<file path="src/rtl/regfile_sequencer_pkg.sv">
// Shared constants for the register-file sequencer: opcodes, FSM state codes
// and instruction field positions.
package ctrl_pkg;

    localparam logic [1:0] OP_ADD  = 2'b00;
    localparam logic [1:0] OP_SUB  = 2'b01;
    localparam logic [1:0] OP_NAND = 2'b10;
    localparam logic [1:0] OP_LDI  = 2'b11;

    localparam logic [1:0] ST_IDLE  = 2'd0;
    localparam logic [1:0] ST_READ  = 2'd1;
    localparam logic [1:0] ST_EXEC  = 2'd2;
    localparam logic [1:0] ST_WRITE = 2'd3;

    // instr = {op[7:6], rd[5:4], ra[3:2], rb[1:0]}; LDI reuses the low nibble as imm
    localparam int OP_MSB  = 7;
    localparam int OP_LSB  = 6;
    localparam int RD_MSB  = 5;
    localparam int RD_LSB  = 4;
    localparam int RA_MSB  = 3;
    localparam int RA_LSB  = 2;
    localparam int RB_MSB  = 1;
    localparam int RB_LSB  = 0;
    localparam int IMM_MSB = 3;
    localparam int IMM_LSB = 0;

endpackage

</file>
<file path="src/rtl/regfile_sequencer_alu4.sv">
// Combinational ALU for the sequencer: ADD/SUB/NAND with carry and zero flags.
module alu4
    import ctrl_pkg::*;
#(
    parameter int WIDTH = 4
) (
    input  logic [WIDTH-1:0] opa,
    input  logic [WIDTH-1:0] opb,
    input  logic [1:0]       op,
    output logic [WIDTH-1:0] res,
    output logic             carry,
    output logic             zero
);

    logic [WIDTH:0] sum;
    logic [WIDTH:0] diff;

    always_comb begin
        sum   = {1'b0, opa} + {1'b0, opb};
        diff  = {1'b0, opa} - {1'b0, opb};
        res   = '0;
        carry = 1'b0;
        case (op)
            OP_ADD: begin
                res   = sum[WIDTH-1:0];
                carry = sum[WIDTH];
            end
            OP_SUB: begin
                // top bit of the extended difference is the borrow
                res   = diff[WIDTH-1:0];
                carry = ~diff[WIDTH];
            end
            OP_NAND: res = ~(opa & opb);
            default: ;
        endcase
        zero = (res == '0);
    end

endmodule

</file>
<file path="src/rtl/regfile_sequencer.sv">
// Instruction sequencer driving the register-file ports: IDLE -> READ -> EXEC -> WRITE,
// with LDI jumping straight from IDLE to WRITE.
module regfile_sequencer
    import ctrl_pkg::*;
#(
    parameter int WIDTH = 4,
    parameter int SELW  = 2
) (
    input  logic             clk,
    input  logic             rst_n,
    input  logic             instr_valid,
    output logic             instr_ready,
    input  logic [7:0]       instr,
    output logic [SELW-1:0]  SEL_A,
    output logic [SELW-1:0]  SEL_B,
    input  logic [WIDTH-1:0] OUT_A,
    input  logic [WIDTH-1:0] OUT_B,
    output logic             write_en,
    output logic [SELW-1:0]  SEL_W,
    output logic [WIDTH-1:0] DATA_IN,
    output logic             carry,
    output logic             zero,
    output logic             done
);

    logic [1:0]       state;
    logic [7:0]       ir;
    logic [WIDTH-1:0] opa;
    logic [WIDTH-1:0] opb;
    logic [WIDTH-1:0] result;
    logic [WIDTH-1:0] alu_res;
    logic             alu_carry;
    logic             alu_zero;
    logic [1:0]       ir_op;
    logic             in_write;

    assign ir_op = ir[OP_MSB:OP_LSB];

    alu4 #(.WIDTH(WIDTH)) u_alu (
        .opa   (opa),
        .opb   (opb),
        .op    (ir_op),
        .res   (alu_res),
        .carry (alu_carry),
        .zero  (alu_zero)
    );

    always_ff @(posedge clk or negedge rst_n) begin
        if (!rst_n) begin
            state  <= ST_IDLE;
            ir     <= '0;
            opa    <= '0;
            opb    <= '0;
            result <= '0;
            carry  <= 1'b0;
            zero   <= 1'b0;
        end else begin
            case (state)
                ST_IDLE: begin
                    if (instr_valid) begin
                        ir    <= instr;
                        state <= (instr[OP_MSB:OP_LSB] == OP_LDI) ? ST_WRITE : ST_READ;
                    end
                end
                ST_READ: begin
                    opa   <= OUT_A;
                    opb   <= OUT_B;
                    state <= ST_EXEC;
                end
                ST_EXEC: begin
                    result <= alu_res;
                    carry  <= alu_carry;
                    zero   <= alu_zero;
                    state  <= ST_WRITE;
                end
                default: state <= ST_IDLE;
            endcase
        end
    end

    // Write strobes decode from state alone, so async reset kills them at once.
    assign in_write    = (state == ST_WRITE);
    assign instr_ready = (state == ST_IDLE);
    assign write_en    = in_write;
    assign done        = in_write;
    assign SEL_A       = SELW'(ir[RA_MSB:RA_LSB]);
    assign SEL_B       = SELW'(ir[RB_MSB:RB_LSB]);
    assign SEL_W       = in_write ? SELW'(ir[RD_MSB:RD_LSB]) : '0;
    assign DATA_IN     = !in_write            ? '0 :
                         (ir_op == OP_LDI)    ? WIDTH'(ir[IMM_MSB:IMM_LSB]) :
                                                result;

endmodule

</file>
<file path="config.mk">
export PLATFORM = sky130hd
export DESIGN_NAME = regfile_sequencer
export DESIGN_NICKNAME = d
export VERILOG_FILES = /design/src/rtl/regfile_sequencer_pkg.sv /design/src/rtl/regfile_sequencer_alu4.sv /design/src/rtl/regfile_sequencer.sv
export SDC_FILE = /design/constraint.sdc
export NUM_CORES = 1
export LEC_CHECK = 0
export BUFFER_PORTS_ARGS = -buffer_cell sky130_fd_sc_hd__buf_2
export CAP_MARGIN = 25
export CORE_MARGIN = 3
export CORE_UTILIZATION = 35
export CTS_CLUSTER_SIZE = 14
export DETAILED_ROUTE_END_ITERATION = 8
export GPL_TIMING_DRIVEN = 0
export PLACE_DENSITY = 0.55
export SYNTH_ARGS = -nofsm -noshare
export SYNTH_HDL_FRONTEND = slang
export SYNTH_SLANG_ARGS = --single-unit
</file>
<file path="constraint.sdc">
create_clock -name clk -period 4.1 [get_ports clk]
set_input_delay 0 -clock clk [delete_from_list [all_inputs] [get_ports clk]]
set_output_delay 0 -clock clk [all_outputs]
set_load 0.03 [all_outputs]
</file>
==> impl_metrics.yaml, run 1 <==
outcome:
  status: "finished, final reports clean"
setup_path:
  cp_max_fo: 3
  worstSetupPathType: "reg2reg"
  cp-start-kind: "flop"
  critPathBufInv: 1
  cpPeakStageDelay_ps: 420
  crit_family: "simple AND/OR/NAND/NOR gates"
  slowest_stage: "dfrtp_1"
  crit_arrival_ps: 2150
  crit_path_end_kind: "flop"
  required_ps: 4280
  path_cells: "inv_1, ha_1, nor2b_1, o211ai_1, a21oi_1, or3_4, o41ai_2"
yosys:
  synth.distinct_cells: 35
  synth-main-ff-cell: "dfrtp_1"
  syn_area_um2: 1450
  yosysTopAreaCellShare: 0.414
  yosysWarnings: 0
  avgSynthCellArea_um2: 10.6
  ys_seq_area_frac: 0.414
  yosysTopAreaCell: "dfrtp_1"
  syn_inst: 137
  yosysMostFrequentCell: "dfrtp_1"
  async_flop_share: 1.00
  ys_top_cells_by_area: "dfrtp_1 41%, ha_1 11%, mux2_2 11%"
  synth-edff-count: 0
  syn_nets: 171
  synth.ff_latch_count: 24
  synthTopCellsByCount: "24 x dfrtp_1, 14 x mux2_2, 13 x ha_1"
clock_tree:
  clockRootBuffer: "clkbuf_8"
  htreeDepth: 1
  cts_sinks: 24
  clock_latency_ps: 270
  clk_pin_slew_ps: 90
  post_cts_buffers: 0
  clockBufferDepth: 2
  cts_tree: "yes"
  numCtsBuffers: 3
timing:
  period_needed_ps: 1970
  rsz0062_at_grt: "false"
  maxSlewHeadroom: 0.627
  max_freq_mhz: 506
  tns_ps: 0
  clock_skew_ps: 2.16
  fin_crit_sh: 0.482
  worst_slack_ps: 2130
  setup_viol: 0
  maxSlewViolCount: 0
  worst_pin_slew_ps: 560
  hold_viol_final: 0
pwr:
  power.net_switching_uw: 698
  power_frac_comb: 0.587
  p_leak_uw: 0.000913
  p_seq_frac: 0.281
  p_clk_frac: 0.132
  p_per_area_nw_per_um2: 840
  p_int_uw: 913
  p_sw_frac: 0.433
  vdd_drop_max_v: 0.000316
global_routing:
  grtUsageTotal: 0.147
  grt_pass1_vias: 1352
  overflow: 0
  grt_first_pass_wirelength_mm: 5.91
  grt_max_degree: 25
  antenna_found_initial: 0
floorplanning:
  start_util: 0.379
  dieArea_um2: 4960
  coreArea_um2: 3830
  die_x_um: 70.4
  die_y_um: 70.4
  rows: 22
  io_pins: 34
placement:
  io_buffers: 33
  hpwl_mm: 2.36
  pre_cts_ws_ps: 2170
  place_congestion: 0.798
route:
  drc: 0
  totalWireLength_mm: 3.28
  num_vias: 1159
  dr.pass1.iters: 4
  drt-initial-drc-count: 30
  vias_per_cell: 4.85
  wl_per_cell_um: 13.7
  detail-route-antenna-nets: 0
cells_and_area:
  drive_above_1_share: 0.330
  layout.nets: 226
  antenna_cells: 0
  area_growth_pct: 32.2
  fill_cells: 368
hold_path:
  hp-class: "in2reg"
run:
  maxCapViolCount: 0
worst reg2reg max path, delay by kind of cell, from the launching register on:
family / cells / cell delay, ps
flip-flops: 1 / 420
adder cells (fa/ha/maj): 1 / 260
AND/OR/NAND/NOR: 2 / 550
AO/OA/AOI/OAI: 3 / 530
buffers and inverters: 1 / 130
layout by cell type (no fill, tap or decap), drive strengths merged:
| cell type | Yosys | routed |
|---|---|---|
| dlygate4sd3 | 0 | 17 |
| nand3 | 5 | 5 |
| o21ai | 8 | 8 |
| or3 | 1 | 1 |
| and4 | 1 | 1 |
| o21a | 1 | 1 |
| fa | 2 | 2 |
| o32a | 1 | 1 |
| inv | 9 | 9 |
| nor2 | 5 | 5 |
| a21oi | 3 | 3 |
| a31oi | 1 | 1 |
| nor3 | 1 | 1 |
| o21bai | 1 | 1 |
| nand2b | 3 | 3 |
| a22oi | 1 | 1 |
| o41ai | 1 | 1 |
| mux2 | 15 | 15 |
| xnor2 | 1 | 1 |
| o211ai | 1 | 1 |
| nor2b | 5 | 5 |
| a21boi | 4 | 4 |
| nand3b | 1 | 1 |
| ha | 13 | 13 |
| and2 | 2 | 2 |
| o221ai | 1 | 1 |
| or2 | 1 | 1 |
| o31ai | 2 | 2 |
| buf | 7 | 40 |
| nand2 | 12 | 12 |
| bufinv | 0 | 1 |
| dfrtp | 24 | 24 |
| o22ai | 2 | 2 |
| clkbuf | 2 | 5 |
path summary, 6_finish.rpt:
check	startpoint	slack, ps	cells after the start	end
max in group asynchronous	rst_n	3490	2	ir[0]
max	opb[1]	2130	7	zero
max reg2reg	opb[1]	2130	7	zero
min in group asynchronous	rst_n	240	2	opb[2]
min reg2reg	result[3]	490	1	result[3]
min	instr_valid	20	3	state[0]
kinds of logic after synthesis:
family / Yosys count / synth area share
AOI/OAI and AO/OA: 27 / 0.127
xor gates and xnor gates: 1 / 0.00604
adders and majority gates: 15 / 0.140
buffers and inverters: 18 / 0.0612
DFF: 24 / 0.414
muxes: 15 / 0.116
and+or+nand+nor: 37 / 0.136
layer usage:
layer | wire length, um | global-route usage
met3 | 79 | 0.0245
met4 | 77 | 0.0596
met5 | 0 | 0
met1 | 1410 | 0.167
met2 | 1710 | 0.269
timing repair:
action	4_1_cts	5_1_grt
hold buffers	17	0
gates resized for setup	0	0
endpoints found under the setup margin	0	0
hold endpoints to repair	40	0
cell type report:
cell class | instances | area, um^2 | area share
buffer | 9 | 55.1 | 0.0287
clock buffer | 3 | 41.3 | 0.0215
clock inverter | 1 | 30.0 | 0.0157
inverter | 9 | 33.8 | 0.0176
multi-input combinational | 95 | 762 | 0.397
sequential | 24 | 601 | 0.313
tap | 48 | 60.1 | 0.0313
timing repair buffer | 50 | 335 | 0.175
per-stage QoR:
step | utilization | total power, uW | hold WS, ps | instances | instance area, um^2
floorplan | - | 1170 | -296 | 137 | 1450
global placement | 0.438 | 1370 | 11.3 | 218 | 1680
detailed placement | 0.438 | 1400 | 29.9 | 218 | 1680
CTS | 0.501 | 1630 | 4.08 | 239 | 1920
global route | 0.501 | 1760 | 22.7 | 239 | 1920
finish | 0.501 | 1610 | 15.2 | 239 | 1920
power groups by stage:
stage          combinational (uW)  clock [uW]  sequential [uW]
3_3_place_gp                  914           0              451
2_1_floorplan                 723           0              448
5_1_grt                      1060         224              470
6_report                      945         212              453
4_1_cts                       957         219              454
3_5_place_dp                  939           0              459
registers in the layout, summed over array words and instances (netlist names):
| name | count |
|---|---|
| opb | 4 |
| opa | 4 |
| carry | 1 |
| state | 2 |
| ir | 8 |
| result | 4 |
| zero | 1 |
(Power assumes the default switching activity.)
==> inputs of run 2 (changes only) <==
--- a/config.mk
+++ b/config.mk
@@ -12,7 +12,7 @@
 export CTS_CLUSTER_SIZE = 14
 export DETAILED_ROUTE_END_ITERATION = 8
 export GPL_TIMING_DRIVEN = 0
-export PLACE_DENSITY = 0.55
+export PLACE_DENSITY = 0.57
 export SYNTH_ARGS = -nofsm -noshare
 export SYNTH_HDL_FRONTEND = slang
 export SYNTH_SLANG_ARGS = --single-unit
==> constraint.sdc (replaced) <==
create_clock -name clk -period 1.7 [get_ports clk]
set_input_delay 0 -clock clk [delete_from_list [all_inputs] [get_ports clk]]
set_output_delay 0 -clock clk [all_outputs]
set_load 0.03 [all_outputs]
==> impl_metrics.yaml, run 2 (same netlist as run 1, synthesis figures left out) <==
outcome:
  status: "finished, violations left"
  violations: "setup timing"
global_routing:
  grt_first_pass_wirelength_mm: 5.64
  grtUsageTotal: 0.145
  overflow: 0
  grt_pass1_vias: 1200
  antenna_found_initial: 0
  grt_max_degree: 25
setup_path:
  path_cells: "inv_2, ha_4, nor2b_1, o211ai_1, and4_4, or3_4, o41ai_2"
  worstSetupPathType: "reg2reg"
  cp_max_fo: 3
  cpPeakStageDelay_ps: 420
  crit_path_end_kind: "flop"
  crit_family: "simple AND/OR/NAND/NOR gates"
  required_ps: 1880
  critPathBufInv: 1
  crit_arrival_ps: 2030
  cp-start-kind: "flop"
  slowest_stage: "dfrtp_1"
placement:
  io_buffers: 33
  hpwl_mm: 2.31
  dp_cells: 218
  place_congestion: 0.789
floorplanning:
  die_x_um: 70.4
  start_util: 0.379
  io_pins: 34
  dieArea_um2: 4960
  coreArea_um2: 3830
  rows: 22
  die_y_um: 70.4
route:
  detail-route-antenna-nets: 0
  dr.pass1.iters: 5
  drt-initial-drc-count: 55
  drc: 0
  num_vias: 1176
  vias_per_cell: 4.88
  totalWireLength_mm: 3.48
  wl_per_cell_um: 14.5
clock_tree:
  cts_tree: "yes"
  htreeDepth: 1
  numCtsBuffers: 3
  clockRootBuffer: "clkbuf_8"
  clk_pin_slew_ps: 90
  clockBufferDepth: 2
  clock_latency_ps: 270
  cts_sinks: 24
cells_and_area:
  layout_common_cells: "32 x buf_2, 23 x dfrtp_1, 17 x dlygate4sd3_1, 12 x mux2_2"
  fill_cells: 363
  fin_cells: 241
  drive_above_1_share: 0.425
  area_growth_pct: 38.4
  multi_input_area_um2: 825
  layout.nets: 228
  seq_area_um2: 602
  fin_util: 0.525
  antenna_cells: 0
  largest-register: "ir"
  largest_reg_flops: 8
  mostFrequentLayoutCell: "buf_2"
timing:
  fin_crit_sh: 1.09
  holdWs_ps: 32.5
  rsz0062_at_grt: "true"
  maxSlewViolCount: 0
  period_needed_ps: 1860
  worst_pin_slew_ps: 566
  hold_viol_final: 0
  worst_slack_ps: -157
  maxSlewHeadroom: 0.623
  setup_viol: 4
  max_freq_mhz: 539
  clock_skew_ps: 3.03
hold_path:
  hp-class: "in2reg"
pwr:
  p_leak_uw: 0.000932
  vdd_drop_max_v: 0.00105
  p_per_area_nw_per_um2: 2130
run:
  maxCapViolCount: 0
## run 2: changes by cell type in the layout (fill, tap and decap cells not counted), sizes merged
cell    change
buf         +3
clkbuf      -1
## run 2: final timing paths
check | from | end | slack [ps] | cells after the start
max in group asynchronous | rst_n | opa[1] | 1050 | 2
hold reg to reg | zero | zero | 500 | 2
setup / recovery | opb[1] | zero | -160 | 7
min in group asynchronous | rst_n | opb[3] | 240 | 2
setup reg to reg | opb[1] | zero | -160 | 7
hold / removal | instr_valid | state[0] | 30 | 3
## run 2: area by class of cell
| class | instances | area share |
|---|---|---|
| repair buffers | 53 | 0.182 |
| multi-input cells | 95 | 0.411 |
| flip-flops and latches | 24 | 0.300 |
| clock inverters | 1 | 0.0150 |
| clock buffers | 3 | 0.0206 |
| plain buffers | 8 | 0.0255 |
| inverters | 9 | 0.0168 |
| well taps | 48 | 0.0299 |
## run 2: stage by stage
stage / total power, uW / TNS (ps) / cell area, um^2 / worst slack (ps)
after floorplan: 2920 / -73.5 / 1480 / -44.8
after global placement: 3400 / -438 / 1700 / -160
after detailed placement: 3470 / -575 / 1700 / -200
after CTS: 4230 / -286 / 1990 / -115
after global routing: 4610 / -740 / 2010 / -215
final: 4280 / -445 / 2010 / -157
## run 2: where the power goes
part           switching, uW  internal [uW]  total, uW
clock                    202            315        517
combinational           1400           1250       2650
sequential               246            867       1110
total                   1850           2440       4280
## run 2: tightest hold or removal path: stages
cell     delay, ps
buf_2          120
nor2_1          90
a21oi_1         70
## run 2: repair_timing
action | 4_1_cts | 5_1_grt
pin swaps | 4 | 1
gates resized for setup | 10 | 7
buffers inserted | 3 | 0
setup endpoints to repair | 4 | 10
hold endpoints to repair | 40 | 0
hold buffers | 17 | 0
## run 2: layer usage
metal	vias to the layer above	wire (um)	GRT usage
li1	583	-	-
met1	575	1510	0.181
met2	14	1850	0.251
met3	4	79	0.0201
met4	0	40	0.0532
met5	-	0	0
